`config.mk`:
```
export PLATFORM = sky130hd
export DESIGN_NAME = adder_pipe_n
export DESIGN_NICKNAME = d
export VERILOG_FILES = /design/src/rtl/adder_pkg.sv /design/src/rtl/adder_chunk.sv /design/src/rtl/full_adder.sv /design/src/rtl/adder_pipe_n.sv
export SDC_FILE = /design/constraint.sdc
export NUM_CORES = 1
export LEC_CHECK = 0
export ABC_AREA = 1
export CORE_AREA = 4 4 151 190
export CTS_BUF_LIST = sky130_fd_sc_hd__clkbuf_4
export DETAILED_ROUTE_END_ITERATION = 12
export DIE_AREA = 0 0 155 194
export PLACE_DENSITY = 0.46
export SYNTH_ARGS = -nofsm -noshare
export SYNTH_HDL_FRONTEND = slang
export SYNTH_SLANG_ARGS = --single-unit
```
`constraint.sdc`:
```
create_clock -name clk -period 7.8 [get_ports clk]
set_input_delay 0.78 -clock clk [delete_from_list [all_inputs] [get_ports clk]]
set_output_delay 0.78 -clock clk [all_outputs]
set_load 0.05 [all_outputs]
```
`src/rtl/adder_pkg.sv`:
```
// Shared constants and helpers for the pipelined adder: opcode encoding, default sizing,
// and the chunk-width calculation used to split the datapath into equal ripple stages.
package adder_pkg;

    localparam logic OP_ADD = 1'b0;
    localparam logic OP_SUB = 1'b1;

    localparam int DEF_BITS   = 32;
    localparam int DEF_STAGES = 4;

    function automatic int chunk_width(input int bits, input int stages);
        return (stages > 0) ? bits / stages : bits;
    endfunction

endpackage

```
`src/rtl/adder_chunk.sv`:
```
// W-bit combinational ripple-carry chain of full_adder cells; one chunk per pipeline stage.
// Purely combinational: no latency, no flow control.
module adder_chunk #(
    parameter int W = 8
) (
    input  logic [W-1:0] a,
    input  logic [W-1:0] b,
    input  logic         cin,
    output logic [W-1:0] sum,
    output logic         cout
);
    logic [W:0] w_c;

    assign w_c[0] = cin;

    for (genvar i = 0; i < W; i++) begin : g_bit
        full_adder u_fa (
            .a    (a[i]),
            .b    (b[i]),
            .cin  (w_c[i]),
            .sum  (sum[i]),
            .cout (w_c[i+1])
        );
    end

    assign cout = w_c[W];
endmodule

```
`src/rtl/full_adder.sv`:
```
// Single-bit full adder cell, the building block of each ripple chunk.
// Purely combinational: no latency, no flow control.
module full_adder (
    input  logic a,
    input  logic b,
    input  logic cin,
    output logic sum,
    output logic cout
);
    assign sum  = a ^ b ^ cin;
    assign cout = (a & b) | (cin & (a ^ b));
endmodule

```
`src/rtl/adder_pipe_n.sv`:
```
// Pipelined BITS-wide add/subtract split into STAGES ripple chunks with registered carries; latency STAGES.
// Whole pipe advances together: in_ready = ~out_valid | out_ready. ADDER_PIPE_FLAGS_EN builds overflow/zero.
module adder_pipe_n
    import adder_pkg::*;
#(
    parameter int BITS   = DEF_BITS,
    parameter int STAGES = DEF_STAGES
) (
    input  logic            clk,
    input  logic            rst,
    input  logic            in_valid,
    output logic            in_ready,
    input  logic [BITS-1:0] A,
    input  logic [BITS-1:0] B,
    input  logic            cin,
    input  logic            sub,
    output logic            out_valid,
    input  logic            out_ready,
    output logic [BITS-1:0] Sum,
    output logic            cout,
    output logic            overflow,
    output logic            zero
);
    localparam int W = chunk_width(BITS, STAGES);

    if (STAGES < 1 || STAGES > BITS || (BITS % STAGES) != 0) begin : g_bad_cfg
        $error("adder_pipe_n: need 1 <= STAGES <= BITS and BITS a multiple of STAGES");
    end

    logic            w_adv;
    logic [BITS-1:0] w_beff;
    logic            w_cin_eff;

    assign w_beff    = (sub == OP_ADD) ? B : ~B;
    assign w_cin_eff = (sub == OP_SUB) ? 1'b1 : cin;

    // Stage k adds chunk k; its register carries the finished low sum bits plus the untouched high operand bits.
    for (genvar k = 0; k < STAGES; k++) begin : g_stg
        localparam int LO = k * W;
        localparam int HI = LO + W - 1;

        logic [W-1:0] w_ca;
        logic [W-1:0] w_cb;
        logic [W-1:0] w_cs;
        logic         w_ci;
        logic         w_co;
        logic         w_vld_in;
        logic [HI:0]  w_sum_nxt;
        logic         r_vld;
        logic         r_c;
        logic [HI:0]  r_sum;

        if (k == 0) begin : g_src
            assign w_ca      = A[HI:LO];
            assign w_cb      = w_beff[HI:LO];
            assign w_ci      = w_cin_eff;
            assign w_vld_in  = in_valid;
            assign w_sum_nxt = w_cs;
        end else begin : g_src
            assign w_ca      = g_stg[k-1].g_skew.r_a[HI:LO];
            assign w_cb      = g_stg[k-1].g_skew.r_b[HI:LO];
            assign w_ci      = g_stg[k-1].r_c;
            assign w_vld_in  = g_stg[k-1].r_vld;
            assign w_sum_nxt = {w_cs, g_stg[k-1].r_sum};
        end

        adder_chunk #(.W(W)) u_chunk (
            .a    (w_ca),
            .b    (w_cb),
            .cin  (w_ci),
            .sum  (w_cs),
            .cout (w_co)
        );

        always_ff @(posedge clk) begin
            if (rst) begin
                r_vld <= 1'b0;
                r_c   <= 1'b0;
                r_sum <= '0;
            end else if (w_adv) begin
                r_vld <= w_vld_in;
                r_c   <= w_co;
                r_sum <= w_sum_nxt;
            end
        end

        if (k < STAGES - 1) begin : g_skew
            logic [BITS-1:HI+1] w_a_nxt;
            logic [BITS-1:HI+1] w_b_nxt;
            logic [BITS-1:HI+1] r_a;
            logic [BITS-1:HI+1] r_b;

            if (k == 0) begin : g_from
                assign w_a_nxt = A[BITS-1:HI+1];
                assign w_b_nxt = w_beff[BITS-1:HI+1];
            end else begin : g_from
                assign w_a_nxt = g_stg[k-1].g_skew.r_a[BITS-1:HI+1];
                assign w_b_nxt = g_stg[k-1].g_skew.r_b[BITS-1:HI+1];
            end

            always_ff @(posedge clk) begin
                if (rst) begin
                    r_a <= '0;
                    r_b <= '0;
                end else if (w_adv) begin
                    r_a <= w_a_nxt;
                    r_b <= w_b_nxt;
                end
            end
        end
    end

    assign out_valid = g_stg[STAGES-1].r_vld;
    assign Sum       = g_stg[STAGES-1].r_sum;
    assign cout      = g_stg[STAGES-1].r_c;
    assign w_adv     = ~out_valid | out_ready;
    assign in_ready  = w_adv;

`ifdef ADDER_PIPE_FLAGS_EN
    logic w_c_msb;
    logic r_ovf;
    logic r_zero;

    // Carry into the MSB is recovered from the MSB sum bit and its operand bits.
    assign w_c_msb = g_stg[STAGES-1].w_cs[W-1] ^ g_stg[STAGES-1].w_ca[W-1] ^ g_stg[STAGES-1].w_cb[W-1];

    always_ff @(posedge clk) begin
        if (rst) begin
            r_ovf  <= 1'b0;
            r_zero <= 1'b0;
        end else if (w_adv) begin
            r_ovf  <= w_c_msb ^ g_stg[STAGES-1].w_co;
            r_zero <= ~|g_stg[STAGES-1].w_sum_nxt;
        end
    end

    assign overflow = r_ovf;
    assign zero     = r_zero;
`else
    assign overflow = 1'b0;
    assign zero     = 1'b0;
`endif

endmodule
```
==> flow_summary_export.csv <==
group,metric,value,unit
status,status,"finished, final reports clean",
place,place_area,0.00935,mm2
detailed_routing,dr_total_vias,6119,
timing,timing.final.crit_share,0.579,
clock_tree,root_buffer,"clkbuf_4",
power_and_ir_drop,ir_worst_vdd,0.000106,V
detailed_routing,top_layer,"met4",
timing,fmax,0.221,GHz
critical_path,cp-start-kind,"input pin",
critical_path,required,8260,ps
logic_synthesis,synth.distinct_cells,19,
place,globalplace.congestion,0.723,
timing,hold_viol,0,
logic_synthesis,avgSynthCellArea,8.00,um2
timing,min_period,4520,ps
logic_synthesis,syn_inst,1032,
power_and_ir_drop,power_density,206,mW/mm2
clock_tree,cts-resized-gates,0,
finish,final_cell_area,0.00971,mm2
timing,slew_viol_final,0,
detailed_routing,wl_met3,576,um
detailed_routing,drtIter0Drc,248,
clock_tree,clkTransAtPathRegs,150,ps
power_and_ir_drop,leakage,4.06,nW
global_route,grt_pass1_vias,6111,
logic_synthesis,synthArstFlopShare,0,
global_route,grt_pass1_wl,31400,um
place,portBuffers,104,
clock_tree,cts_setup_buffers,0,
global_route,antenna_found_initial,1,
die,die_h,194,um
finish,fin_cells,1453,
global_route,grt-ovfl-total,0,
finish,areaGrowthSynthToFinish,17.6,%
clock_tree,numCtsBuffers,17,
timing,final.setup.tns,0,ps
logic_synthesis,synthFlopType,"dfxtp_1",
logic_synthesis,synth-edff-count,0,
detailed_routing,wl_met1,9760,um
logic_synthesis,yosys.area.top_type,"dfxtp_1",
clock_tree,h-tree-depth,4,
run,cap_violations,0,
die,start_util,0.309,
die,num_rows,67,
global_route,grt_util_all_layers,0.128,
die,io_pins,107,
critical_path,worstPathMaxFanout,4,
place,dp_hpwl,11800,um
clock_tree,cts_tree,"yes",
logic_synthesis,synth_common_cells,"367 x nor2_1, 184 x dfxtp_1, 145 x o21bai_1",
timing,tightest_slew,1020,ps
place,dp.cells,1420,
critical_path,path_class,"in -> reg",
timing,hold-worst-slack,476,ps
logic_synthesis,synth_top_area_frac,0.446,
detailed_routing,wl_met2,7920,um
timing,relSlewSlack,0.318,
die,dieArea,0.0301,mm2
critical_path,cp.arrival,4980,ps
clock_tree,clk_latency,570,ps
die,die_w,155,um
detailed_routing,ant_nets,0,
logic_synthesis,netlist_area,0.00826,mm2
finish,finalNetCount,1196,
detailed_routing,wire_per_inst,12.7,um
worst_hold_path,hp-class,"reg -> reg",
timing,setup_viol,0,
clock_tree,cts_max_path_buffers,2,
clock_tree,cts-hold-fix-buffers,0,
finish,drive_gt1_frac,0.0407,
timing,grt_setup_unrepaired,"no",
die,core_area,0.0267,mm2
detailed_routing,routed_wl,18500,um
detailed_routing,via_per_inst,4.21,
detailed_routing,drt_first_pass_iters,4,
critical_path,crit_path_end_kind,"flop",
global_route,grt_max_degree,92,
logic_synthesis,ys_warn_count,0,
logic_synthesis,synth.area.top_cells,"dfxtp_1 45%, nor2_1 17%, o21bai_1 13%",
logic_synthesis,synth.yosys.seq_area_share,0.446,
logic_synthesis,synth_seq_cells,184,
detailed_routing,drc,0,
clock_tree,clock-sinks,184,
timing,fin_skew,17.9,ps
power_and_ir_drop,power,2.00,mW
logic_synthesis,yosysMostFrequentCell,"nor2_1",
==> flip-flops by register name, indices dropped and copies added, names as in the netlist <==
name and count:
g_stg.r_sum 48, out_valid 1, g_stg.g_skew.r_a 48, cout 1, g_stg.r_c 3, g_stg.g_skew.r_b 48, g_stg.r_vld 3, Sum 32
==> power breakdown <==
part           switching [mW]  leakage, nW  total, mW  internal (mW)
clock network           0.340        0.176      0.628          0.288
logic                   0.180         2.37      0.324          0.144
registers              0.0385         1.51       1.05           1.01
total                   0.558         4.06       2.00           1.44
==> routing by layer <==
metal,vias up,track usage
li1,3285,-
met1,2740,0.184
met2,78,0.191
met3,16,0.0275
met4,0,0.0383
met5,-,0
==> worst max-delay path: stages <==
cell	delay [ps]
clkdlybuf4s50_1	670
xnor2_1	150
fa_1	410
fa_1	390
fa_1	390
fa_1	390
fa_1	390
fa_1	400
fa_1	360
inv_1	70
fa_1	400
nor2_1	110
nor2_1	50
==> area by class of cell <==
class / count / area [um2]
Timing Repair Buffer: 112 / 1100
Sequential cell: 184 / 3680
Multi-Input combinational cell: 705 / 3860
Antenna cell: 1 / 2.50
Clock inverter: 15 / 224
Fill cell: 2822 / 17000
Inverter: 74 / 278
Tap cell: 345 / 432
Clock buffer: 17 / 128
==> through the flow <==
step / utilization / setup WS, ps
6_report: 0.363 / 3280
5_1_grt: 0.363 / 3140
4_1_cts: 0.363 / 3300
3_5_place_dp: 0.350 / 2650
3_3_place_gp: 0.350 / 2680
2_1_floorplan: - / 3070
==> path summary, 6_finish.rpt <==
check	from	to	slack (ps)	cells past startpoint
hold reg to reg	g_stg[2].r_vld	out_valid	480	2
setup / recovery	sub	g_stg[0].r_sum[7]	3280	13
setup reg to reg	g_stg[2].r_c	Sum[31]	3670	14
hold / removal	g_stg[2].r_vld	out_valid	480	2
==> layout by cell type (no fill, tap or decap) <==
cell / netlist / layout
xnor2_1: 7 / 7
inv_6: 0 / 1
bufinv_16: 0 / 5
nand3b_1: 22 / 22
dfxtp_1: 184 / 184
diode_2: 0 / 1
clkinv_2: 0 / 3
inv_2: 2 / 2
fa_1: 32 / 32
nor2_8: 1 / 1
clkinvlp_4: 0 / 4
clkinv_4: 0 / 1
conb_1: 1 / 2
nor2_1: 367 / 367
nand2_4: 0 / 1
o21bai_1: 145 / 145
buf_4: 15 / 9
inv_8: 0 / 1
inv_1: 72 / 72
clkbuf_4: 0 / 17
nand3_1: 2 / 2
xor2_1: 1 / 1
a21oi_1: 1 / 1
clkdlybuf4s50_1: 0 / 103
nand2_1: 124 / 124
==> logic make-up after synthesis <==
kind of cell    share of synthesized area
buf+inv                            0.0871
flops                               0.446
simple gates                        0.248
xor+xnor                          0.00849
fa+ha+maj                          0.0776
other cells                      0.000454
compound gates                      0.132
Note: power is estimated with default switching activity, not from simulation.
==> RTL edit (same flow settings) <==
Build with the macro `ADDER_PIPE_FLAGS_EN` defined.
--- a/src/rtl/adder_pipe_n.sv
+++ b/src/rtl/adder_pipe_n.sv
@@ -1,5 +1,7 @@
 // Pipelined BITS-wide add/subtract split into STAGES ripple chunks with registered carries; latency STAGES.
 // Whole pipe advances together: in_ready = ~out_valid | out_ready. ADDER_PIPE_FLAGS_EN builds overflow/zero.
+`define ADDER_PIPE_FLAGS_EN
+
 module adder_pipe_n
     import adder_pkg::*;
 #(
Function: changed (Yosys sat finds a counterexample within 4 cycles, from zero or initial values and one cycle with rst high).
==> RTL edit against the unedited design <==
  * Sequential cell count increased by 2
  * Cell area down 7.8%
  * Routed wire length shrank 2.5%
  * Sequential share of layout area grew 3.6 points
  * Power fell by 3.2%
  * Area after synthesis decreased by 9.4%
  * Setup slack better by 49 ps
  * Die area unchanged
  * Utilization is 2.8 points lower
  * Largest power group unchanged
==> RTL edit: results (changes against the unedited design) <==
stage	metric	value	unit	change
outcome	status	complete, no violations		
pwr	Lkg Pwr	3.35	nW	-17%
grt	pin count of the biggest net entering global routing	133		+45%
yosys	Synth Area in Adders	0.0856		+0.00802
routing	Vias	5644		-7.8%
layout	invs w/o clock	45		-39%
timing	Max Fclk	0.224	GHz	+1.1%
placement	placed wire-length estimate	11100	um	-6.3%
grt	first-pass GRT wire length	29200	um	-6.8%
critical_path	Worst R2R Path Depth	17		+3
layout	Clock buf/inv share	0.0337		-0.00254
layout	Final Non-Filler Cells	1305		-10%
routing	Met3 Routed Length	689	um	+20%
yosys	post-synthesis xor/xnor area fraction	0.0410		+0.0325
placement	port buffer count	106		+1.9%
yosys	sequential area share after synthesis	0.498		+0.0515
pwr	Worst VDD drop	0.0000751	V	-29%
placement	placed cells	1273		-10%
placement	gpl congestion	0.700		-3.1%
yosys	Area contributors post-synth	dfxtp_1 (50%), nor2_1 (13%), o21ai_0 (10%)		
timing	Fin Clk Skew	18.4	ps	+0.523 ps
layout	non-clock buffer share of cell area	0.121		+0.00812
grt	met3 usage	0.0299		+0.00246
critical_path	crit path DAT	4950	ps	-30 ps
timing	Rel. slew slack	0.434		+0.115
routing	final WL	18000	um	-2.5%
grt	GR Util met1	0.169		-0.0147
layout	sequential cell area share	0.416		+0.0364
routing	Initial DRC Count	373		+50%
critical_path	slowest CP cell	buf_4		
yosys	Distinct cells, synth	17		-2
layout	sequential cell area	3720	um^2	+1.1%
[RTL edit: cell types whose count changed after synthesis, sizes merged]
cell,delta
xnor2,+27
conb,-1
o21ai,+184
buf,+10
nor2,-111
a21oi,+65
inv,-29
o21bai,-145
dfxtp,+2
nand2,-117
nand3,+3
clkbuf,-16
nand3b,-22
[RTL edit: power breakdown]
group / switching [W] / leakage, nW / internal (W)
clock: 0.000344 / 0.157 / 0.000223
sequential: 0.0000441 / 1.53 / 0.00103
combinational: 0.000168 / 1.66 / 0.000133
total: 0.000557 / 3.35 / 0.00138
[RTL edit: worst min path at each step]
stage                         startpoint             end  cells after the start
after detailed placement  g_stg[2].r_vld  g_stg[2].r_vld                      2
after global placement    g_stg[2].r_vld  g_stg[2].r_vld                      2
after global routing      g_stg[2].r_vld       out_valid                      2
after CTS                 g_stg[2].r_vld       out_valid                      2
final                     g_stg[2].r_vld       out_valid                      2
after floorplan           g_stg[2].r_vld  g_stg[2].r_vld                      2
